--- config.mk ---
export PLATFORM = sky130hd
export DESIGN_NAME = mem_port_arbiter
export DESIGN_NICKNAME = d
export VERILOG_FILES = /design/src/rtl/mem_port_arbiter_pkg.sv /design/src/rtl/mem_load_extend.sv /design/src/rtl/mem_port_arbiter.sv
export SDC_FILE = /design/constraint.sdc
export NUM_CORES = 1
export LEC_CHECK = 0
export ABC_CLOCK_PERIOD_IN_PS = 4800
export BUFFER_PORTS_ARGS = -buffer_cell sky130_fd_sc_hd__buf_4
export CAP_MARGIN = 20
export CORE_MARGIN = 2
export CORE_UTILIZATION = 51
export CTS_CLUSTER_DIAMETER = 120
export DETAILED_ROUTE_END_ITERATION = 10
export PLACE_DENSITY = 0.77
export RECOVER_POWER = 50
export SLEW_MARGIN = 40
export SYNTH_ARGS = -nofsm -noshare
export SYNTH_HDL_FRONTEND = slang
export SYNTH_HIERARCHICAL = 1
export SYNTH_SLANG_ARGS = --single-unit
--- constraint.sdc ---
create_clock -name clk_in -period 4.8 [get_ports clk_in]
set_input_delay 0.24 -clock clk_in [delete_from_list [all_inputs] [get_ports clk_in]]
set_output_delay 0.24 -clock clk_in [all_outputs]
set_load 0.01 [all_outputs]
--- src/rtl/mem_port_arbiter_pkg.sv ---
// Shared constants for the memory-port arbiter: FSM encoding, RISC-V load/store
// size codes and the IO-region decode.
package mem_port_arbiter_pkg;

    localparam int STATE_W = 2;

    typedef enum logic [STATE_W-1:0] {
        ST_IDLE  = 2'd0,
        ST_IF_RD = 2'd1,
        ST_D_RD  = 2'd2,
        ST_D_WR  = 2'd3
    } state_e;

    localparam logic [1:0] LS_SIZE_B   = 2'b00;
    localparam logic [1:0] LS_SIZE_H   = 2'b01;
    localparam logic [1:0] LS_SIZE_W   = 2'b10;
    localparam int         LS_UNSIGNED = 2;

    // The UART and other peripherals live where address bits [17:16] are both set.
    function automatic logic io_region(input logic [1:0] addr_17_16);
        return addr_17_16 == 2'b11;
    endfunction

    function automatic logic [4:0] size_bytes(input logic [2:0] funct3);
        case (funct3[1:0])
            LS_SIZE_B: return 5'd1;
            LS_SIZE_H: return 5'd2;
            LS_SIZE_W: return 5'd4;
            default:   return 5'd4;
        endcase
    endfunction

endpackage

--- src/rtl/mem_load_extend.sv ---
// Turns the assembled little-endian load bytes into the architectural result,
// sign- or zero-extending according to funct3.
module mem_load_extend
    import mem_port_arbiter_pkg::*;
(
    input  logic [31:0] bytes_i,
    input  logic [2:0]  funct3_i,
    output logic [31:0] data_o
);

    logic sign_en;

    assign sign_en = ~funct3_i[LS_UNSIGNED];

    always_comb begin
        data_o = bytes_i;
        case (funct3_i[1:0])
            LS_SIZE_B: data_o = {{24{sign_en & bytes_i[7]}},  bytes_i[7:0]};
            LS_SIZE_H: data_o = {{16{sign_en & bytes_i[15]}}, bytes_i[15:0]};
            default:   data_o = bytes_i;
        endcase
    end

endmodule

--- src/rtl/mem_port_arbiter.sv ---
// Shares the byte-wide memory bus between instruction fetch and the load/store
// buffer, serialising each access into little-endian byte beats.
module mem_port_arbiter
    import mem_port_arbiter_pkg::*;
#(
    parameter int LINE_BYTES = 4
) (
    input  logic                    clk_in,
    input  logic                    rst_in,
    input  logic                    rdy_in,
    input  logic                    rob_clear,
    input  logic                    if_valid,
    input  logic [31:0]             if_addr,
    output logic                    if_ready,
    output logic [LINE_BYTES*8-1:0] if_data,
    input  logic                    d_valid,
    input  logic                    d_wr,
    input  logic [2:0]              d_size,
    input  logic [31:0]             d_addr,
    input  logic [31:0]             d_wdata,
    output logic                    d_ready,
    output logic [31:0]             d_rdata,
    input  logic [7:0]              mem_din,
    output logic [7:0]              mem_dout,
    output logic [31:0]             mem_a,
    output logic                    mem_wr,
    input  logic                    io_buffer_full
);

    localparam int LINE_W = LINE_BYTES * 8;

    state_e              state_q, state_d;
    logic [4:0]          beat_q, beat_d;
    logic [31:0]         addr_q, addr_d;
    logic [2:0]          size_q, size_d;
    logic [31:0]         wdata_q, wdata_d;
    logic [LINE_W-1:0]   buf_q, buf_d;
    logic                prefer_d_q, prefer_d_d;
    logic                io_gap_q, io_gap_d;
    logic                stall_q;
    logic [31:0]         mem_a_q, mem_a_d;
    logic [7:0]          mem_dout_q, mem_dout_d;
    logic                mem_wr_q, mem_wr_d;
    logic                if_ready_q, if_ready_d;
    logic                d_ready_q, d_ready_d;
    logic [LINE_W-1:0]   if_data_q, if_data_d;
    logic [31:0]         d_rdata_q, d_rdata_d;

    logic [LINE_W-1:0]   buf_cap;
    logic [31:0]         load_ext;
    logic [4:0]          rd_n;
    logic [4:0]          rd_next;
    logic                if_req, d_req, grant_if, grant_d;
    logic                wr_in_idle;
    logic [4:0]          wr_idx;
    logic [31:0]         wr_addr, wr_word;
    logic [7:0]          wr_byte;
    logic                wr_io, wr_go;

    // The byte on mem_din belongs to the address issued one cycle earlier.
    generate
        for (genvar gi = 0; gi < LINE_BYTES; gi++) begin : g_cap
            assign buf_cap[gi*8 +: 8] = (beat_q == 5'(gi + 1)) ? mem_din : buf_q[gi*8 +: 8];
        end
    endgenerate

    mem_load_extend u_load_extend (
        .bytes_i  (buf_cap[31:0]),
        .funct3_i (size_q),
        .data_o   (load_ext)
    );

    assign rd_n    = (state_q == ST_IF_RD) ? 5'(LINE_BYTES) : size_bytes(size_q);
    assign rd_next = beat_q + 5'd1;

    assign if_req   = if_valid & ~if_ready_q & ~rob_clear;
    assign d_req    = d_valid & ~d_ready_q & (~rob_clear | d_wr);
    assign grant_d  = d_req & (~if_req | prefer_d_q);
    assign grant_if = if_req & ~grant_d;

    // Write beat candidate: beat 0 straight from the request when idle,
    // otherwise the next unlaunched beat of the latched store.
    assign wr_in_idle = (state_q == ST_IDLE);
    assign wr_idx     = wr_in_idle ? 5'd0 : beat_q;
    assign wr_word    = wr_in_idle ? d_wdata : wdata_q;
    assign wr_addr    = (wr_in_idle ? d_addr : addr_q) + {27'd0, wr_idx};
    assign wr_byte    = wr_word[{wr_idx[1:0], 3'b000} +: 8];
    assign wr_io      = io_region(wr_addr[17:16]);
    assign wr_go      = ~(wr_io & (io_buffer_full | io_gap_q));

    always_comb begin
        state_d    = state_q;
        beat_d     = beat_q;
        addr_d     = addr_q;
        size_d     = size_q;
        wdata_d    = wdata_q;
        buf_d      = buf_q;
        prefer_d_d = prefer_d_q;
        if_data_d  = if_data_q;
        d_rdata_d  = d_rdata_q;
        io_gap_d   = 1'b0;
        mem_a_d    = 32'd0;
        mem_dout_d = 8'd0;
        mem_wr_d   = 1'b0;
        if_ready_d = 1'b0;
        d_ready_d  = 1'b0;

        case (state_q)
            ST_IDLE: begin
                // The pointer only flips on a contested grant.
                if (if_req && d_req) begin
                    prefer_d_d = grant_if;
                end
                if (grant_if) begin
                    state_d = ST_IF_RD;
                    addr_d  = if_addr;
                    beat_d  = 5'd0;
                    mem_a_d = if_addr;
                end else if (grant_d) begin
                    addr_d  = d_addr;
                    size_d  = d_size;
                    wdata_d = d_wdata;
                    beat_d  = 5'd0;
                    if (d_wr) begin
                        state_d = ST_D_WR;
                        if (wr_go) begin
                            mem_a_d    = wr_addr;
                            mem_dout_d = wr_byte;
                            mem_wr_d   = 1'b1;
                            io_gap_d   = wr_io;
                            beat_d     = 5'd1;
                        end
                    end else begin
                        state_d = ST_D_RD;
                        mem_a_d = d_addr;
                    end
                end
            end

            ST_IF_RD, ST_D_RD: begin
                if (rob_clear) begin
                    state_d = ST_IDLE;
                end else if (stall_q) begin
                    // Bytes seen across a freeze are untrusted; reissue from byte 0.
                    beat_d  = 5'd0;
                    mem_a_d = addr_q;
                end else begin
                    buf_d  = buf_cap;
                    beat_d = rd_next;
                    if (rd_next < rd_n) begin
                        mem_a_d = addr_q + {27'd0, rd_next};
                    end
                    if (beat_q == rd_n) begin
                        state_d = ST_IDLE;
                        if (state_q == ST_IF_RD) begin
                            if_ready_d = 1'b1;
                            if_data_d  = buf_cap;
                        end else begin
                            d_ready_d = 1'b1;
                            d_rdata_d = load_ext;
                        end
                    end
                end
            end

            ST_D_WR: begin
                // Stores are post-commit, so rob_clear never cancels them.
                if (beat_q == size_bytes(size_q)) begin
                    state_d   = ST_IDLE;
                    d_ready_d = 1'b1;
                end else if (wr_go) begin
                    mem_a_d    = wr_addr;
                    mem_dout_d = wr_byte;
                    mem_wr_d   = 1'b1;
                    io_gap_d   = wr_io;
                    beat_d     = rd_next;
                end
            end

            default: state_d = ST_IDLE;
        endcase
    end

    always_ff @(posedge clk_in) begin
        if (rst_in) begin
            state_q    <= ST_IDLE;
            beat_q     <= 5'd0;
            addr_q     <= 32'd0;
            size_q     <= 3'd0;
            wdata_q    <= 32'd0;
            buf_q      <= '0;
            prefer_d_q <= 1'b1;
            io_gap_q   <= 1'b0;
            stall_q    <= 1'b0;
            mem_a_q    <= 32'd0;
            mem_dout_q <= 8'd0;
            mem_wr_q   <= 1'b0;
            if_ready_q <= 1'b0;
            d_ready_q  <= 1'b0;
            if_data_q  <= '0;
            d_rdata_q  <= 32'd0;
        end else begin
            stall_q <= ~rdy_in;
            if (rdy_in) begin
                state_q    <= state_d;
                beat_q     <= beat_d;
                addr_q     <= addr_d;
                size_q     <= size_d;
                wdata_q    <= wdata_d;
                buf_q      <= buf_d;
                prefer_d_q <= prefer_d_d;
                io_gap_q   <= io_gap_d;
                mem_a_q    <= mem_a_d;
                mem_dout_q <= mem_dout_d;
                mem_wr_q   <= mem_wr_d;
                if_ready_q <= if_ready_d;
                d_ready_q  <= d_ready_d;
                if_data_q  <= if_data_d;
                d_rdata_q  <= d_rdata_d;
            end
        end
    end

    assign mem_a    = mem_a_q;
    assign mem_dout = mem_dout_q;
    assign mem_wr   = mem_wr_q & rdy_in;
    assign if_ready = if_ready_q;
    assign if_data  = if_data_q;
    assign d_ready  = d_ready_q;
    assign d_rdata  = d_rdata_q;

endmodule

==> flow_metrics.env <==
export IMPL_hold_viol=0
export IMPL_place_congestion=0.941
export IMPL_ios=222
export IMPL_cts_sinks=216
export IMPL_violations="capacitance limit, slew limit"
export IMPL_switchingPower_mw=1.54
export IMPL_ant_nets=0
export IMPL_synth_async_reset_ratio_pct=0
export IMPL_slew_headroom_pct=-67.2
export IMPL_viasPerCell=5.98
export IMPL_die_h_um=160
export IMPL_worst_slew_pin_slew_ps=2510
export IMPL_whs_ps=11.5
export IMPL_drcViolationCount=0
export IMPL_path_max_fanout=21
export IMPL_drive_above_1_share_pct=12.6
export IMPL_pre_cts_slack_ps=658
export IMPL_fin_crit_sh_pct=88.7
export IMPL_setup_tns_ps=0
export IMPL_clock_root_buffer="clkbuf_16"
export IMPL_power_per_cell_area_nw_per_um2=337
export IMPL_syn_to_final_growth_pct=20.2
export IMPL_ir_drop_mv=0.297
export IMPL_regArea_um2=4320
export IMPL_cts_tree="done"
export IMPL_multi_input_area_um2=7420
export IMPL_hold_path_class="in -> reg"
export IMPL_worst_setup_path_start_kind="register"
export IMPL_grt_overflow_total=0
export IMPL_grt_usage_pct=29.7
export IMPL_netlist_top_cell_by_area="dfxtp_1"
export IMPL_port_buffers=221
export IMPL_pwr_share_clk_pct=39.7
export IMPL_power_share_sequential_pct=39.4
export IMPL_post_cts_buffers=0
export IMPL_antenna_found_initial=0
export IMPL_htreeDepth=1
export IMPL_rsz0062_at_grt="false"
export IMPL_synth_edf_count=0
export IMPL_dieArea_um2=25700
export IMPL_synth_distinct_cells=83
export IMPL_ys_warn_count=6
export IMPL_syn_inst=1575
export IMPL_yosys_top_cells_area="dfxtp_1 35%, nand2_1 8.0%, mux2i_1 6.5%"
export IMPL_numCtsBuffers=25
export IMPL_finalCriticalPeriod_ps=4260
export IMPL_setup_viol=0
export IMPL_via_count=12500
export IMPL_start_util_pct=51.6
export IMPL_synth_ff_type="dfxtp_1"
export IMPL_layout_commonest_cell="nand2_1"
export IMPL_hpwlAfterDp_um=26300
export IMPL_max_cap_violations=2
export IMPL_final_cell_mix="266 x nand2_1, 216 x dfxtp_1, 155 x nor2_1, 130 x buf_4, 113 x a21oi_1"
export IMPL_grt_max_degree=102
export IMPL_wirelength_um=39300
export IMPL_die_w_um=160
export IMPL_status="finished with violations"
export IMPL_ys_seq_area_share_pct=34.7
export IMPL_synth_top_area_share_pct=34.7
export IMPL_cp_required_ps=5230
export IMPL_synth_nets=1714
export IMPL_wire_per_inst_um=18.8
export IMPL_critPathKind="reg -> reg"
export IMPL_layout_nets=1889
export IMPL_clk_pin_slew_ps=60
export IMPL_cp_arrival_ps=4680
export IMPL_first_pass_iters=5
export IMPL_finalMaxSlewViolations=167
export IMPL_grt_pass1_wl_um=62900
export IMPL_detailed_place_area_um2=14200
export IMPL_r2r_slack_ps=540
export IMPL_syn_area_per_cell_um2=7.91
export IMPL_utilization_pct=62.0
export IMPL_worst_slack_ps=545
export IMPL_initialDrtViolationCount=1053
export IMPL_core_um2=24200
export IMPL_num_fill_cells=2203
export IMPL_rows=57
export IMPL_design_area_um2=15000
export IMPL_comb_power_share_pct=20.9
export IMPL_endpoint_kind="register"
export IMPL_p_leak_nw=5.57
export IMPL_clockBufferDepth=3
export IMPL_synth_seq_cells=216
export IMPL_netlist_area_um2=12500
export IMPL_clock_latency_ps=540
export IMPL_max_freq_ghz=0.235
export IMPL_clock_skew_ps=11.9
export IMPL_intPower_mw=3.52
export IMPL_grt_pass1_vias=12100
export IMPL_p_sw_share_pct=30.4
export IMPL_n_antenna_cell=0
==> power groups by stage <==
stage                     Combinational [mW]  Clock (mW)  Sequential, mW
final                                   1.06        2.01            1.99
after global routing                    1.15        2.10            2.00
after CTS                               1.06        2.03            1.99
after detailed placement                1.03           0            2.03
after global placement                  1.01           0            2.02
after floorplan                        0.731           0            2.00
==> layout make-up <==
cell class,instances,share of cell area [%]
clock buffers,37,5.08
clock inverters,9,0.776
inverters,54,1.35
multi-input cells,1176,49.5
flip-flops and latches,216,28.9
well taps,324,2.70
repair buffers,277,11.7
==> cell families after synthesis <==
kind of cell    share of synthesized area, %
compound gates                          22.9
xor+xnor                                4.55
fa+ha+maj                               2.53
buf+inv                                 6.17
flops                                   34.7
mux                                     8.81
simple gates                            20.4
==> synthesized netlist by cell type (6+ instances only) <==
cell,n
nand2b_1,20
and2_1,8
o221ai_1,7
xnor2_1,23
o22ai_1,14
a22oi_1,10
xor2_1,38
mux2i_1,81
nor2_1,158
nor2b_1,11
nand2_1,266
a221oi_1,25
o21ai_0,60
buf_2,15
ha_1,22
a22o_1,8
and3_1,7
a211oi_1,90
clkbuf_1,94
a21oi_1,113
a311oi_1,13
nand3b_1,6
o21ai_1,9
a31oi_1,14
nor3_1,22
mux2_2,7
nand3_1,32
a32o_1,8
inv_1,51
nand4_1,13
mux4_2,8
dfxtp_1,216
buf_4,10
nor4_1,6
==> metrics by stage <==
| stage | cells | power (mW) |
|---|---|---|
| 5_1_grt | 2093 | 5.25 |
| 6_report | 2093 | 5.06 |
| 4_1_cts | 2093 | 5.08 |
| 2_1_floorplan | 1575 | 2.73 |
| 3_5_place_dp | 2011 | 3.06 |
| 3_3_place_gp | 2011 | 3.03 |
==> critical path: stages, from the launching register on <==
cell	delay, ps
dfxtp_1	410
inv_1	90
ha_1	470
nor2_1	200
ha_1	180
inv_1	50
fa_1	390
nor2b_1	170
o31a_1	240
o2111ai_2	210
xor2_2	480
nand3_1	200
nand2_1	510
o221ai_1	230
a32o_1	290
==> repair_timing <==
item | CTS | global route
resized for setup | 0 | 0
hold buffers | 36 | 0
endpoints found under the hold margin | 36 | 0
==> routing by layer <==
metal	global-route usage (%)	wire (um)	up-vias
met1	37.5	16100	5901
met2	49.9	18500	579
li1	-	-	5925
met3	5.35	3130	117
met5	0	0	-
met4	12.7	1610	0
==> registers in the layout (all words and copies together) (netlist names) <==
name and cells:
addr_q 32, buf_q 32, d_rdata 32, if_data 32, mem_a 32, wdata_q 32, mem_dout 8, beat_q 5
size_q 3, state_q 2, d_ready 1, if_ready 1, io_gap_q 1, mem_wr_q 1, prefer_d_q 1, stall_q 1
==> worst paths after layout <==
| kind | startpoint | to | cells past startpoint |
|---|---|---|---|
| worst min register to register | mem_wr_q$_SDFFE_PP0P_ | mem_wr_q$_SDFFE_PP0P_ | 2 |
| worst max-delay path | state_q[0]$_SDFFE_PP0P_ | mem_a[5]$_SDFFE_PP0P_ | 14 |
| worst min-delay path | if_addr[3] | addr_q[3]$_SDFFE_PP0P_ | 3 |
| worst max register to register | state_q[0]$_SDFFE_PP0P_ | mem_a[5]$_SDFFE_PP0P_ | 14 |
Note: power is estimated with default switching activity, not from simulation.
